`config.mk`:
```
export PLATFORM = sky130hd
export DESIGN_NAME = handshake_tx
export DESIGN_NICKNAME = d
export VERILOG_FILES = /design/src/rtl/handshake_tx.sv
export SDC_FILE = /design/constraint.sdc
export NUM_CORES = 1
export LEC_CHECK = 0
export ABC_AREA = 0
export BUFFER_PORTS_ARGS = -buffer_cell sky130_fd_sc_hd__buf_2
export CORE_MARGIN = 2
export CORE_UTILIZATION = 50
export DETAILED_ROUTE_END_ITERATION = 8
export MAX_ROUTING_LAYER = met4
export PLACE_DENSITY = 0.73
export SLEW_MARGIN = 20
export SYNTH_ARGS = -nofsm -noshare
export SYNTH_HDL_FRONTEND = slang
export SYNTH_SLANG_ARGS = --single-unit
export TNS_END_PERCENT = 100
```
`constraint.sdc`:
```
create_clock -name clk -period 2.9 [get_ports clk]
set_clock_uncertainty 0.05 [all_clocks]
set_input_delay 0 -clock clk [delete_from_list [all_inputs] [get_ports clk]]
set_output_delay 0 -clock clk [all_outputs]
set_load 0.05 [all_outputs]
```
`src/rtl/handshake_tx.sv`:
```
// Four-phase request/acknowledge transmitter with a synchronized ack input,
// registered payload and a per-phase timeout (TIMEOUT=0 disables it).
module handshake_tx #(
    parameter int WIDTH   = 8,
    parameter int TIMEOUT = 1024
) (
    input  logic             clk,
    input  logic             rst_n,
    input  logic             send,
    input  logic [WIDTH-1:0] data_in,
    input  logic             ack_in,
    output logic             req_out,
    output logic [WIDTH-1:0] data_out,
    output logic             busy,
    output logic             done,
    output logic             err
);

    localparam int TMAX = (TIMEOUT > 0) ? TIMEOUT - 1 : 0;
    localparam int CW   = (TIMEOUT > 2) ? $clog2(TIMEOUT) : 1;

    typedef enum logic [1:0] {IDLE, REQ, REL} state_t;

    state_t        state;
    logic          ack_s1, ack_sync;
    logic [CW-1:0] cnt;
    logic          tmo;

    // ack_in is asynchronous to clk; nothing downstream may look at it raw
    always_ff @(posedge clk or negedge rst_n) begin
        if (!rst_n) begin
            ack_s1   <= 1'b0;
            ack_sync <= 1'b0;
        end else begin
            ack_s1   <= ack_in;
            ack_sync <= ack_s1;
        end
    end

    assign tmo  = (TIMEOUT > 0) && (cnt == CW'(TMAX));
    assign busy = (state != IDLE) || ack_sync;

    always_ff @(posedge clk or negedge rst_n) begin
        if (!rst_n) begin
            state    <= IDLE;
            req_out  <= 1'b0;
            data_out <= '0;
            done     <= 1'b0;
            err      <= 1'b0;
            cnt      <= '0;
        end else begin
            done <= 1'b0;
            err  <= 1'b0;
            if (cnt != '1) cnt <= cnt + 1'b1;
            case (state)
                IDLE: begin
                    if (send && !ack_sync) begin
                        state    <= REQ;
                        req_out  <= 1'b1;
                        data_out <= data_in;
                        cnt      <= '0;
                    end
                end
                REQ: begin
                    // a normal exit takes priority over a coincident timeout
                    if (ack_sync) begin
                        state   <= REL;
                        req_out <= 1'b0;
                        cnt     <= '0;
                    end else if (tmo) begin
                        state   <= IDLE;
                        req_out <= 1'b0;
                        err     <= 1'b1;
                    end
                end
                REL: begin
                    if (!ack_sync) begin
                        state <= IDLE;
                        done  <= 1'b1;
                    end else if (tmo) begin
                        state <= IDLE;
                        err   <= 1'b1;
                    end
                end
                default: begin
                    state   <= IDLE;
                    req_out <= 1'b0;
                end
            endcase
        end
    end

endmodule

```
==> summary.txt, run 1 <==
STA
  – Setup violations, final: 0
  – Setup TNS: 0 ps
  – Slew margin rel.: between 60% and 70%
  – Fin. Hold Viols: 0
  – RSZ-0062 raised after global routing: false
  – Post-layout min period: 1930 ps
  – Final Slew Violations: 0
  – Max Clk Rate: ~520 MHz
  – Worst Tran Pin Value: 535 ps
  – Tcrit/Tclk final: 66.5%

Critical path
  – Crit path arrival time: ~2100 ps
  – WP buf/inv: 1
  – FF-to-FF Start: state[1]
  – Levels on crit path: 6
  – Crit end category: register
  – CP max FO: 10
  – Worst EP required: just over 3000 ps
  – Crit path max-delay cell type: dfrtp_1
  – Worst-path cell chain: inv_1 -> ha_1 -> nand3b_1 -> o21ai_4 -> o21bai_1 -> a31oi_1
  – FF-to-FF setup slack: about 1000 ps
  – Max incr delay on CP: 420 ps
  – Cell family with most CP delay: compound AO/OA/AOI/OAI gates
  – CP Class: reg -> reg
  – Worst reg2reg path endpoint: cnt[2]
  – R2R depth: 6
  – Setup crit start kind: register

Global routing
  – Gr usage total: 19.2%
  – Largest net degree at the start of global routing: 26
  – Initial antenna violation count: 0
  – Grt ovf: 0
  – Vias in the first global route: 928
  – First-pass GRT wire length: around 3.9 mm

Worst hold path
  – Hold_sp: send
  – WHS Path Cells: 4
  – Hold Path End: req_out
  – HP Class: in -> reg

Synth
  – Avg Inst Size Synth: 11.9 sq um
  – Post-Synthesis Cells: 102
  – Synthesis Warnings: 0
  – Netlist cell types: 37
  – Seq/Total Area, Yosys: 51.4%
  – Post-synth top flop: dfrtp_1
  – FF+latch count, synth: 25
  – Post-synth EDFFs: 0
  – Asr flop ratio synth: 100%
  – Netlist Area Pre-Place: 0.00122 sq mm
  – Syn Nets: between 100 and 150

Power
  – Leak Pwr: roughly 0.67 nW
  – Clk pwr share: 11.1%
  – PwrDens: 899 mW/mm^2
  – Seq pwr share: 40.8%
  – Internal power: between 0.7 and 0.8 mW
  – P_sw: 0.614 mW
  – Max IR drop VDD: 0.000811 V
  – Switching share of power: a little under half
  – Part of the power in combinational logic: 48.0%

Drt
  – Vias: 924
  – Iteration-0 DRC Markers: 10
  – Drt total wl: 2.26 mm
  – Drt drc: 0
  – ANT nets after route: 0
  – Post-DR wirelength/cell: between 10 and 15 um
  – Initial DRT Pass Iterations: 4
  – Vias per cell: 5.60

Finish
  – Commonest non-fill, non-tap cell in the layout: dfrtp_1
  – Synthesis-to-finish area growth: 21.5%
  – Ratio of cells with drive above 1 in the final layout: 30.7%
  – Ant diodes: 0
  – Number of nets in the layout: 155
  – Layout Utilization: 65.5%
  – Most frequent cells in the layout: dfrtp_1, buf_2, dlygate4sd3_1
  – Post-route cell area: 0.00148 sq mm

Place
  – Routability Congestion: 0.790
  – HPWL Detailed: ~1.6 mm
  – Area of placed instances: 0.00135 sq mm
  – Number of port buffers: 23

Flow run
  – Max cap viols: 0

Die
  – Initial Util: 53.9%
  – Die width: 53.3 um
  – Die Area: approximately 0.0028 sq mm
  – Die Ht: 53.3 um
  – Area of the core: 0.00225 sq mm
  – Core Rows: 17
  – # IOs: 24

Clock network
  – CTS tree: done
  – Worst skew pair latency: 300 ps
  – CTS max path bufs: 2
  – Clock H-tree levels: 1
  – Root Driver: clkbuf_4
  – TritonCTS buffer count: 3
  – Register clock-pin slew on the reported worst setup and hold paths: 130 ps
  – CTS Sinks: 25
  – Post-CTS Setup Inserts: 0

Outcome
  – Status: finished clean
==> power groups by stage <==
stage	registers (mW)	clock network, mW	logic (mW)
floorplan	0.769	0	0.261
global placement	0.543	0	0.618
global route	0.558	0.169	0.685
CTS	0.541	0.154	0.638
finish	0.542	0.148	0.638
detailed placement	0.547	0	0.627
==> routing by layer <==
| layer | part of all wire [%] | track usage, % | wire, um |
|---|---|---|---|
| met2 | 52 | 34.2 | 1170 |
| met5 | 0 | - | 0 |
| met1 | 44 | 22.2 | 986 |
| met3 | 4.2 | 1.98 | 95 |
| met4 | 0.35 | 6.84 | 8 |
==> synthesized netlist by cell type, drive strengths merged, types with 2 or more instances <==
cell    number  area share [%]
xnor2        3             2.2
ha           5             5.1
a211oi       4             2.9
inv          5             1.5
a31oi        3             1.5
nand2        7             2.2
nor3         2            0.82
dfrtp       25              51
nand4        2             1.5
mux2         8             7.4
and3         2             1.1
nor2         6             2.1
nor2b        3             1.5
and4         2             1.6
a21oi        4             1.6
nand3b       2             1.2
nor3b        2             1.2
nand3        2             1.9
nand2b       2             1.0
buf          2             1.2
==> worst reg2reg max path: cells and delay by family (launching register included) <==
family	cells	cell delay, ps
and+or+nand+nor	1	360
DFF	1	420
adders and majority gates	1	250
AOI/OAI and AO/OA	3	610
buffers and inverters	1	130
==> layout make-up <==
class | instances | area [sq um]
Multi-Input combinational cell | 70 | 557
Sequential cell | 25 | 626
Clock buffer | 4 | 26.3
Timing Repair Buffer | 33 | 215
Inverter | 5 | 18.8
Fill cell | 183 | 777
Tap cell | 28 | 35.0
==> cells by family after synthesis <==
logic type                 after synthesis  synth area share (%)
muxes                                    8                  7.41
adders and majority gates                5                  5.14
xor gates and xnor gates                 3                  2.16
AOI/OAI and AO/OA                       21                  14.3
buffers and inverters                    7                  2.78
DFF                                     25                  51.4
and+or+nand+nor                         33                  16.8
==> per-stage QoR <==
stage | hold slack [ps] | instances | power, mW | setup WS (ps)
2_1_floorplan | -346 | 102 | 1.03 | 1380
6_report | 108 | 165 | 1.33 | 972
3_3_place_gp | -37.0 | 151 | 1.16 | 1040
5_1_grt | 119 | 165 | 1.41 | 785
4_1_cts | 92.8 | 165 | 1.33 | 961
3_5_place_dp | -38.1 | 151 | 1.17 | 982
==> state kept, by name, summed over array words and instances (netlist names) <==
register	flops
cnt	10
data_out	8
state	2
ack_s1	1
ack_sync	1
done	1
err	1
req_out	1
==> worst max path at each step <==
| stage | startpoint | end | slack (ps) |
|---|---|---|---|
| global route | state[1] | cnt[2] | 790 |
| floorplan | state[1] | cnt[2] | 1380 |
| CTS | state[1] | cnt[2] | 960 |
| finish | state[1] | cnt[2] | 970 |
| global placement | state[1] | cnt[2] | 1040 |
| detailed placement | state[1] | cnt[2] | 980 |
==> repair_timing <==
| item | in CTS | in global routing |
|---|---|---|
| endpoints found under the hold margin | 34 | 0 |
| setup endpoints to repair | 0 | 0 |
| hold buffers | 10 | 0 |
| resized for setup | 0 | 0 |
(Power assumes the default switching activity.)
==> inputs of run 2 (changes only) <==
Settings changed: ABC_AREA 0 to 1.
Clock period 2.9 ns to 1.9 ns, I/O delays scaled along.
==> summary.txt, run 2 <==
Finish
  – Ant diodes: 0 (unchanged)
  – FILL cells: 219 (+20%)
  – Number of nets in the layout: 218 (+41%)
  – Biggest regs: cnt (10), data_out (8), state (2)
  – Most flop-heavy register: cnt
  – Ratio of cells with drive above 1 in the final layout: 20.5% (-10 points)
  – Most frequent cells in the layout: nand2_1, dfrtp_1, buf_2
  – Max reg flops: 10 (unchanged)
  – Synthesis-to-finish area growth: 21.5% (about the same)
  – Commonest non-fill, non-tap cell in the layout: nand2_1

Synth
  – Seq/Total Area, Yosys: 47.9% (-3.5 points)
  – Netlist Area Pre-Place: 0.00131 sq mm (+7.4%)
  – FF+latch count, synth: 25 (unchanged)
  – Top post-synthesis cells by area: dfrtp_1, nand2_1, inv_1
  – Asr flop ratio synth: 100% (unchanged)
  – Post-synth EDFFs: 0 (unchanged)
  – Syn Nets: 180 (+51%)
  – Top-count cell post-synth: nand2_1
  – Synth top area share: 47.9% (-3.5 points)
  – Most frequent cells after synthesis: nand2_1, dfrtp_1, inv_1
  – Post-Synthesis Cells: 163 (+60%)
  – Synthesis Warnings: 0 (unchanged)
  – Post-synth top flop: dfrtp_1
  – Netlist cell types: 19 (-49%)
  – Avg Inst Size Synth: 8.01 sq um (-33%)
  – Cell taking the most area after synthesis: dfrtp_1

Worst hold path
  – Hold Path End: data_out[5]
  – HP Class: in -> reg
  – WHS Path Cells: 5 (+1)
  – Hold_sp: send

Drt
  – ANT nets after route: 0 (unchanged)
  – Vias per cell: 4.77 (-15%)
  – Drt total wl: 2.53 mm (+12%)
  – Iteration-0 DRC Markers: 25 (+15)
  – Initial DRT Pass Iterations: 4 (unchanged)
  – Drt drc: 0 (unchanged)
  – Post-DR wirelength/cell: 11.0 um (-19%)
  – Vias: 1096 (+19%)

Power
  – Power, Total: 2.10 mW (+58%)
  – Max IR drop VDD: 0.00101 V (+24%)
  – Leak Pwr: 0.871 nW (+30%)
  – PwrDens: 1320 mW/mm^2 (+47%)

Critical path
  – CP max FO: 10 (unchanged)
  – CP Class: reg -> reg
  – FF-to-FF Start: state[1]
  – Crit path max-delay cell type: dfrtp_1
  – Max incr delay on CP: 440 ps (+20 ps)
  – Worst EP required: 2080 ps (-960 ps)
  – Crit path arrival time: 1730 ps (-340 ps)
  – Worst reg2reg path endpoint: data_out[3]
  – R2R depth: 7 (+1)
  – Worst-path cell chain: inv_1 -> ha_1 -> inv_1 -> nor2_4 -> inv_1 -> nand2_1 -> nand2_1
  – Setup crit start kind: register
  – Crit end category: register
  – FF-to-FF setup slack: 360 ps (-620 ps)
  – Most used cell, CP: inv_1

STA
  – Fin. Hold Viols: 0 (unchanged)
  – RSZ-0062 raised after global routing: false
  – Post-layout min period: 1540 ps (-383 ps)
  – Final Slew Violations: 0 (unchanged)
  – Worst Tran Pin Value: 553 ps (+18.1 ps)
  – Setup violations, final: 0 (unchanged)
  – Setup TNS: 0 ps (unchanged)
  – Max Clk Rate: 647 MHz (+25%)
  – Tcrit/Tclk final: 81.3% (+15 points)
  – Slew margin rel.: 63.1% (-1.2 points)

Place
  – Number of port buffers: 23 (unchanged)
  – Routability Congestion: 0.948 (+20%)
  – HPWL Detailed: 1.82 mm (+15%)

Clock network
  – CTS max path bufs: 2 (unchanged)
  – Cts repair resizes: 0 (unchanged)
  – TritonCTS buffer count: 3 (unchanged)
  – Post-CTS Setup Inserts: 0 (unchanged)
  – Worst skew pair latency: 320 ps (+20 ps)
  – CTS Sinks: 25 (unchanged)
  – CTS tree: done
  – Root Driver: clkbuf_4
  – Clock H-tree levels: 1 (unchanged)
  – Post-CTS Hold Buffers: 10 (unchanged)
  – Register clock-pin slew on the reported worst setup and hold paths: 140 ps (about the same)

Die
  – Die width: 55.1 um (+3.4%)
  – Die Ht: 55.1 um (+3.4%)
  – # IOs: 24 (unchanged)
  – Initial Util: 52.7% (-1.2 points)
  – Die Area: 0.00304 sq mm (+6.8%)
  – Area of the core: 0.00248 sq mm (+9.9%)
  – Core Rows: 18 (+1)

Global routing
  – Vias in the first global route: 1036 (+12%)
  – Largest net degree at the start of global routing: 26 (unchanged)
  – First-pass GRT wire length: 4.23 mm (+9.1%)
  – Initial antenna violation count: 0 (unchanged)
  – Grt ovf: 0 (unchanged)
  – Gr usage total: 20.3% (+1.1 points)

Outcome
  – Status: finished clean

Flow run
  – Max cap viols: 0 (unchanged)
==> run 2: cell types whose count changed in the layout (fill, tap and decap cells not counted), sizes merged, moves of 3 or more <==
cell,delta
a31oi,-3
nand2,+63
nor2,+14
nor2b,-3
a21oi,+3
nand3,+8
a211oi,-4
mux2,-8
inv,+15
==> run 2: cell families (layout without fill, tap and decap cells) <==
logic type | after synthesis | after routing | share of synthesized area (%)
xor gates and xnor gates | 1 | 1 | 0.671
buffers and inverters | 20 | 57 | 5.75
DFF | 25 | 25 | 47.9
adders and majority gates | 5 | 5 | 4.79
and+or+nand+nor | 103 | 103 | 37.5
AOI/OAI and AO/OA | 9 | 9 | 3.45
==> run 2: layout make-up <==
cell class	count	area (sq um)	share of cell area, %
clock buffers	3	22.5	1.42
clock inverters	1	5.00	0.315
inverters	20	75.1	4.73
multi-input cells	118	606	38.2
flip-flops and latches	25	626	39.4
well taps	30	37.5	2.37
repair buffers	33	215	13.6
==> run 2: metal layers <==
metal	track usage, %	wire [um]	up-vias
li1	-	-	572
met1	23.3	1130	500
met2	35.7	1310	20
met3	2.42	66	4
met4	8.54	31	0
met5	-	0	-
==> run 2: power by group <==
part	internal (mW)	switching, mW	total (mW)
Sequential	0.679	0.107	0.787
Combinational	0.291	0.775	1.07
Clock	0.0789	0.163	0.242
Total	1.05	1.05	2.10
==> run 2: worst max-delay path: cells and delay by family (launching register included) <==
family                     cells  cell delay [ps]
adders and majority gates      1              200
buffers and inverters          3              390
DFF                            1              440
and+or+nand+nor                3              370
==> run 2: worst max-delay path by stage <==
stage / start / slack [ps] / to
finish: state[1] / 360 / data_out[3]
global route: state[0] / 210 / data_out[1]
CTS: state[0] / 340 / data_out[3]
detailed placement: state[0] / 360 / data_out[2]
global placement: state[0] / 450 / data_out[0]
floorplan: state[0] / 560 / data_out[0]
==> run 2: metrics by stage <==
stage / hold WS (ps) / instances / instance area, sq um / setup WS, ps / utilization, %
finish: 60.1 / 230 / 1590 / 355 / 64.0
detailed placement: -21.5 / 216 / 1460 / 358 / 58.9
floorplan: -346 / 163 / 1310 / 557 / -
global route: 86.1 / 230 / 1590 / 209 / 64.0
global placement: -36.5 / 216 / 1460 / 453 / 58.9
CTS: 51.0 / 230 / 1590 / 339 / 64.0
